[src/rtl/fft_pkg.sv]
// fft_pkg: shared FFT front-end constants and bank-state type
package fft_pkg;
    localparam int DEF_DATA_WIDTH = 8;
    localparam int DEF_INTEGER = 4;
    localparam int DEF_FRACTION = 4;
    localparam int DEF_N_POINTS = 32;
    localparam int DEF_ADDR_WIDTH = $clog2(DEF_N_POINTS);
    typedef enum logic [1:0] {EMPTY, FILLING, FULL} bank_state_t;
endpackage

[src/rtl/fft_frame_bank.sv]
// fft_frame_bank: N_POINTS x DATA_WIDTH register file with indexed write and flattened read
module fft_frame_bank
    import fft_pkg::*;
#(
    parameter int DATA_WIDTH = DEF_DATA_WIDTH,
    parameter int N_POINTS = DEF_N_POINTS,
    localparam int AW = $clog2(N_POINTS)
) (
    input  logic                           clk,
    input  logic                           reset,
    input  logic                           clear,
    input  logic                           we,
    input  logic [AW-1:0]                  idx,
    input  logic [DATA_WIDTH-1:0]          din,
    output logic [N_POINTS*DATA_WIDTH-1:0] rd_data
);
    always_ff @(posedge clk or negedge reset)
        if (!reset) rd_data <= '0;
        else if (clear) rd_data <= '0;
        else if (we) rd_data[idx*DATA_WIDTH +: DATA_WIDTH] <= din;
endmodule

[src/rtl/fft_input_framer.sv]
// fft_input_framer: serial-to-parallel ping-pong framer feeding the first radix-2 stage
module fft_input_framer
    import fft_pkg::*;
#(
    parameter int DATA_WIDTH = DEF_DATA_WIDTH,
    parameter int INTEGER = DEF_INTEGER,
    parameter int FRACTION = DEF_FRACTION,
    parameter int N_POINTS = DEF_N_POINTS
) (
    input  logic                           clk,
    input  logic                           reset,
    input  logic                           s_valid,
    output logic                           s_ready,
    input  logic [DATA_WIDTH-1:0]          s_data,
    input  logic                           s_last,
    output logic                           frame_valid,
    input  logic                           frame_ready,
    output logic [N_POINTS*DATA_WIDTH-1:0] frame_data,
    output logic                           sync_err,
    output logic [7:0]                     frame_cnt
);
    localparam int AW = $clog2(N_POINTS);
    localparam logic [AW-1:0] LAST = AW'(N_POINTS - 1);

    if (INTEGER + FRACTION != DATA_WIDTH) begin : g_fmt_check
        $error("INTEGER + FRACTION must equal DATA_WIDTH");
    end

    bank_state_t st [2];
    logic [AW-1:0] wr_ptr;
    logic fill_bank, rd_bank, ready_en;
    logic acc, at_last, bad, done, consume;
    logic [N_POINTS*DATA_WIDTH-1:0] bank_data [2];

    assign s_ready = ready_en && st[fill_bank] != FULL;
    assign acc = s_valid && s_ready;
    assign at_last = wr_ptr == LAST;
    assign bad = acc && s_last && !at_last;
    assign done = acc && at_last;
    assign consume = frame_valid && frame_ready;
    assign frame_data = bank_data[rd_bank];

    // on consume, frame_valid follows the other bank so a waiting frame follows without a bubble
    always_ff @(posedge clk or negedge reset)
        if (!reset) begin
            for (int b = 0; b < 2; b++) st[b] <= EMPTY;
            wr_ptr <= '0;
            fill_bank <= 1'b0;
            rd_bank <= 1'b0;
            ready_en <= 1'b0;
            frame_valid <= 1'b0;
            frame_cnt <= '0;
            sync_err <= 1'b0;
        end else begin
            for (int b = 0; b < 2; b++)
                if (consume && rd_bank == 1'(b)) st[b] <= EMPTY;
                else if (acc && fill_bank == 1'(b)) st[b] <= bad ? EMPTY : at_last ? FULL : FILLING;
            if (acc) wr_ptr <= (at_last || bad) ? '0 : wr_ptr + AW'(1);
            fill_bank <= fill_bank ^ done;
            rd_bank <= rd_bank ^ consume;
            ready_en <= 1'b1;
            frame_valid <= consume ? st[!rd_bank] == FULL : st[rd_bank] == FULL;
            frame_cnt <= frame_cnt + 8'(consume);
            sync_err <= bad;
        end

    for (genvar g = 0; g < 2; g++) begin : g_bank
        fft_frame_bank #(.DATA_WIDTH(DATA_WIDTH), .N_POINTS(N_POINTS)) u_bank (
            .clk(clk),
            .reset(reset),
            .clear(consume && rd_bank == 1'(g)),
            .we(acc && fill_bank == 1'(g)),
            .idx(wr_ptr),
            .din(s_data),
            .rd_data(bank_data[g])
        );
    end
endmodule

[config.mk]
export PLATFORM = sky130hd
export DESIGN_NAME = fft_input_framer
export DESIGN_NICKNAME = d
export VERILOG_FILES = /design/src/rtl/fft_pkg.sv /design/src/rtl/fft_frame_bank.sv /design/src/rtl/fft_input_framer.sv
export SDC_FILE = /design/constraint.sdc
export NUM_CORES = 1
export LEC_CHECK = 0
export ABC_AREA = 1
export CAP_MARGIN = 20
export CORE_MARGIN = 1
export CORE_UTILIZATION = 35
export CTS_BUF_LIST = sky130_fd_sc_hd__clkbuf_8
export DETAILED_ROUTE_END_ITERATION = 10
export GPL_TIMING_DRIVEN = 0
export PLACE_DENSITY = 0.61
export SYNTH_ARGS = -nofsm -noshare
export SYNTH_HDL_FRONTEND = slang
export SYNTH_SLANG_ARGS = --single-unit
[constraint.sdc]
create_clock -name clk -period 3.4 [get_ports clk]
set_input_delay 0.68 -clock clk [delete_from_list [all_inputs] [get_ports clk]]
set_output_delay 0.68 -clock clk [all_outputs]
set_load 0.1 [all_outputs]
# == Word-level counts from Yosys, hierarchy flattened ==
# Index checks and enable logic that the tools add are counted.
# totals
wordCells,71
in_bits,13
output_inout_bits,267
reg_bits,534
# op_classes
eq_ne,4
add_sub_neg,3
n_lt_le_gt_ge,3
muxes,26
shift,2
n_bitwise,7
reduce_logical,15
# ops
op,count
2-to-1 mux 256 bit,7
bitwise mux 256 bit,2
variable shift 8 x 34 -> 256 bit (first input constant),1
variable part select 8 x 34 -> 256 bit,1
negation 8 -> 34 bit,1
2-to-1 mux 2 bit,15
logical AND 1 bit,10
adder 8 x 1 -> 8 bit,1
greater-or-equal comparator 2 bit (second input constant),3
inverter 1 -> 2 bit,3
adder 5 x 1 -> 5 bit (second input constant),1
== test 5 bit (second input constant),1
2-to-1 mux 5 bit,1
== test 2 bit (second input constant),2
nonzero test 2 bit,2
zero test 1 bit,2
!= test 2 bit (second input constant),1
inverter 1 bit,2
XOR 1 bit,2
logical OR 1 bit,1
2-to-1 mux 1 bit,1

# == Logic depth before layout (Yosys ltp) ==
# depth
ltp_word,12
ltp_mapped,17
depth_no_buf,15

# == Modules after synthesis ==
# Synthesis repeated with hierarchy kept, for this count alone.
# hier_totals
cells_unflattened,3704
area_unflattened_um2,27410.0
# by_module_without_submodules
mod,area_per_inst_um2,instances,cells_per_inst
fft_frame_bank (g_bank[0].u_bank),11726.2,1,1387
fft_frame_bank (g_bank[1].u_bank),11461.0,1,1382
fft_input_framer,4222.8,1,935

# == Worst setup path before layout ==
# No wires, ideal clock.
# synth_path
path_type,register to output
from,register rd_bank
to,output port frame_data[115]
arrival_ns,3.144
required_ns,2.720
n_path_buf,3
path_slack_ns,-0.424
path_stages_with_launch,6
cell_sequence,dfrtp_1 -> clkbuf_1 -> inv_1 -> clkbuf_1 -> clkbuf_1 -> o21ai_0
# synth_via
elab_chain_len,4
# synth_lines
element,line,rtl
"start, declared",fft_input_framer.sv:31,"logic fill_bank, rd_bank, ready_en;"
"start signal, assigned",fft_input_framer.sv:60,rd_bank <= rd_bank ^ consume;
inverter 1 -> 2 bit (implied by the code),fft_input_framer.sv:41,assign frame_data = bank_data[rd_bank];
2-to-1 mux 256 bit (implied by the code) (3 in series),fft_input_framer.sv:41,
"end, declared",fft_input_framer.sv:18,"output logic [N_POINTS*DATA_WIDTH-1:0] frame_data,"
# No other way between the ends. The select of a mux whose other input is x is not followed.

# == Final worst setup path ==
# layout_path
from,register rd_bank
to,output port frame_data[121]
# The elaborated chain is that of the path after synthesis.

==> results.py <==
metrics = {
    "sta": {
        "rsz0062_at_grt": "true",
        "drv_slew": 0,
        "setup_viol": 0,
        "tns_ns": 0,
        "period_share": 0.994,
        "relSlewSlack": 0.234,
        "worst_slew_pin_slew_ns": 1.15,
        "fin_crit_ns": 3.38,
        "hold_viol_final": 0,
        "fin_ws_ns": 0.0200,
        "fin_hold_ws_ns": 0.452,
        "finClkSkew_ns": 0.0495,
        "fmax_ghz": 0.296,
    },
    "finish": {
        "fillerInstances": 7843,
        "stdcell_count": 4996,
        "multiInputGateArea_um2": 11600,
        "post-route-util": 0.436,
        "seqCellArea_um2": 13400,
        "drive_above_1_share": 0.151,
        "nets": 3982,
        "fin_area_um2": 32400,
        "area_delta_synth_final_pct": 23.4,
    },
    "synth": {
        "ys_ff_latch": 534,
        "avgSynthCellArea_um2": 7.37,
        "yosys_warnings": 0,
        "synth_nets": 3583,
        "yosys.area.top_type": "dfrtp_1",
        "synth_edf_count": 0,
        "ys_dominant_reg_cell": "dfrtp_1",
        "yosys.area_share.xor_xnor": 0.00267,
        "yosysSeqAreaShare": 0.509,
        "netlist.area_leader.share": 0.509,
        "synthAdderAreaFrac": 0.00381,
        "ys_top_cells_by_area": "dfrtp_1, nand2_1, nand3_1",
        "ys_types": 32,
        "synthCells": 3562,
        "synth_area_um2": 26200,
        "async_flop_share": 1.00,
        "synth_top_family_by_area": "simple AND/OR/NAND/NOR gates",
        "yosys.area_share.simple": 0.390,
        "synth_compound_area_frac": 0.0373,
        "synthMuxAreaShare": 0,
    },
    "pwr": {
        "p_leak_nw": 17.8,
        "peakVddDrop_v": 0.000638,
        "power_density_nw_per_um2": 792,
        "power_mw": 25.6,
    },
    "floorplanning": {
        "dieWidth_um": 276,
        "placementRows": 100,
        "start_util": 0.353,
        "dieArea_um2": 76100,
        "ioPinCount": 280,
        "dieHeight_um": 276,
        "coreArea_um2": 74300,
    },
    "global_routing": {
        "grt_max_degree": 119,
        "grt_pass1_wl_um": 170000,
        "grt_use_total": 0.307,
        "overflow": 0,
        "antenna_found_initial": 4,
        "grt_pass1_vias": 25700,
    },
    "place": {
        "placed_area_um2": 30400,
        "placement.io_buffers": 279,
        "dpl.cell_count": 4818,
        "gp_congestion": 1.04,
        "post-dp-hpwl_um": 88100,
        "place_ws_ns": -1.67,
    },
    "worst_setup_path": {
        "cp.arrival_ns": 2.70,
        "r2r-end": "g_bank[0].u_bank.rd_data[200]$_DFFE_PN0P_",
        "reg2reg_depth": 10,
        "crit_type": "reg2out",
        "worstPathRequired_ns": 2.72,
        "crit_path_end": "frame_data[121]",
        "critPathMaxFanout": 10,
        "critPathLaunch": "rd_bank$_DFF_PN0_",
        "worst-r2r-setup-slack_ns": 0.08,
        "r2r_start": "wr_ptr[0]$_DFFE_PN0P_",
        "cp-start-kind": "flip-flop",
        "end_kind": "output pin",
    },
    "drt": {
        "first_iter_violations": 3496,
        "wl_per_cell_um": 23.6,
        "viasPerCell": 5.47,
        "dr.pass1.iters": 6,
        "wl_um": 118000,
        "drc": 0,
        "via_count": 27300,
        "postRouteAntennaNets": 0,
    },
    "clocking": {
        "clock-sinks": 534,
        "cts_made_buffers": 94,
        "cts.path.max_buffers": 3,
        "clk_latency_ns": 0.76,
        "cts_tree": "done",
        "cts_max_level": 3,
        "ctsRootBufferMaster": "clkbuf_8",
        "clk_pin_slew_ns": 0.06,
    },
    "run_status": {
        "outcome": "completed",
    },
    "hold_path": {
        "hp-class": "in2async",
    },
    "job": {
        "drv_cap": 0,
    },
}
final cells by class:
type                       instances  area share
antenna                            1   0.0000773
multi-input combinational       2649       0.358
inverter                         182      0.0212
timing repair buffer             305      0.0849
clock inverter                    50     0.00897
clock buffer                     111      0.0472
buffer                           195      0.0299
tap                              969      0.0374
sequential                       534       0.413
worst max-delay path, stage by stage (launching register included):
cell	delay [ns]
dfrtp_1	0.38
clkbuf_4	0.22
inv_1	0.14
buf_8	0.22
clkbuf_8	0.24
clkbuf_4	0.26
nand2_1	0.07
nand2_1	0.18
buf_6	0.26
worst min-delay path by stage:
stage	slack, ns	from	to	cells after the start
2_1_floorplan	0.38	reset	fill_bank$_DFF_PN0_	0
3_3_place_gp	0.46	g_bank[0].u_bank.rd_data[229]$_DFFE_PN0P_	g_bank[0].u_bank.rd_data[229]$_DFFE_PN0P_	2
3_5_place_dp	0.46	g_bank[0].u_bank.rd_data[101]$_DFFE_PN0P_	g_bank[0].u_bank.rd_data[101]$_DFFE_PN0P_	2
4_1_cts	0.43	reset	g_bank[0].u_bank.rd_data[152]$_DFFE_PN0P_	2
5_1_grt	0.49	g_bank[0].u_bank.rd_data[103]$_DFFE_PN0P_	g_bank[0].u_bank.rd_data[103]$_DFFE_PN0P_	2
6_report	0.45	reset	g_bank[0].u_bank.rd_data[152]$_DFFE_PN0P_	2
report_power, final:
part / total (mW) / internal [mW] / switching (mW) / leakage (nW)
Clock: 5.95 / 3.11 / 2.84 / 1.06
Sequential: 7.57 / 7.18 / 0.394 / 7.32
Combinational: 12.1 / 2.25 / 9.86 / 9.39
synth_stat cells (all sizes together) (3+ instances only):
master and instances:
nand2 1509, nand3 590, dfrtp 534, nor2 237, inv 182, o21ai 149, clkbuf 118, buf 79
nand4 68, nor3 32, a21oi 20, o22ai 19, ha 8, xor2 7, or2 3
state kept, by name, indices dropped and copies added, names as in the netlist:
name	flops
fill_bank	1
g_bank.u_bank.rd_data	512
frame_valid	1
frame_cnt	8
sync_err	1
rd_bank	1
st	4
wr_ptr	5
ready_en	1
timing repair:
action | in CTS | in global routing
endpoints found under the hold margin | 49 | 0
buffers inserted | 1 | 16
gates resized for setup | 1498 | 194
setup endpoints to repair | 742 | 577
hold buffers | 1 | 0
pin swaps | 1 | 10
cells by family (layout without fill, tap and decap cells):
group | after synthesis | in the layout
simple gates | 2442 | 2442
fa+ha+maj | 8 | 8
xor+xnor | 8 | 8
compound gates | 190 | 190
buf+inv | 379 | 843
other cells | 1 | 2
flops | 534 | 534
placed cells by master, fill, tap and decap left out, drive strengths merged, types with 2 or more instances in the layout:
master,instances
nor3,32
nand3,590
or2,3
clkdlybuf4s50,22
o22ai,19
clkinv,12
nor2,237
nand4,68
inv,217
ha,8
buf,299
clkbuf,271
clkdlybuf4s15,18
bufinv,2
a21oi,20
dfrtp,534
xor2,7
nand2,1509
o21ai,149
routing by layer:
metal  part of all wire  global-route usage  vias up
met5            0.00017                   0        -
met1               0.41               0.419    13300
met3               0.10              0.0712      268
met4              0.043               0.142        4
li1                   -                   -    12300
met2               0.44               0.462     1480
Power figures use the tool's default switching activity.
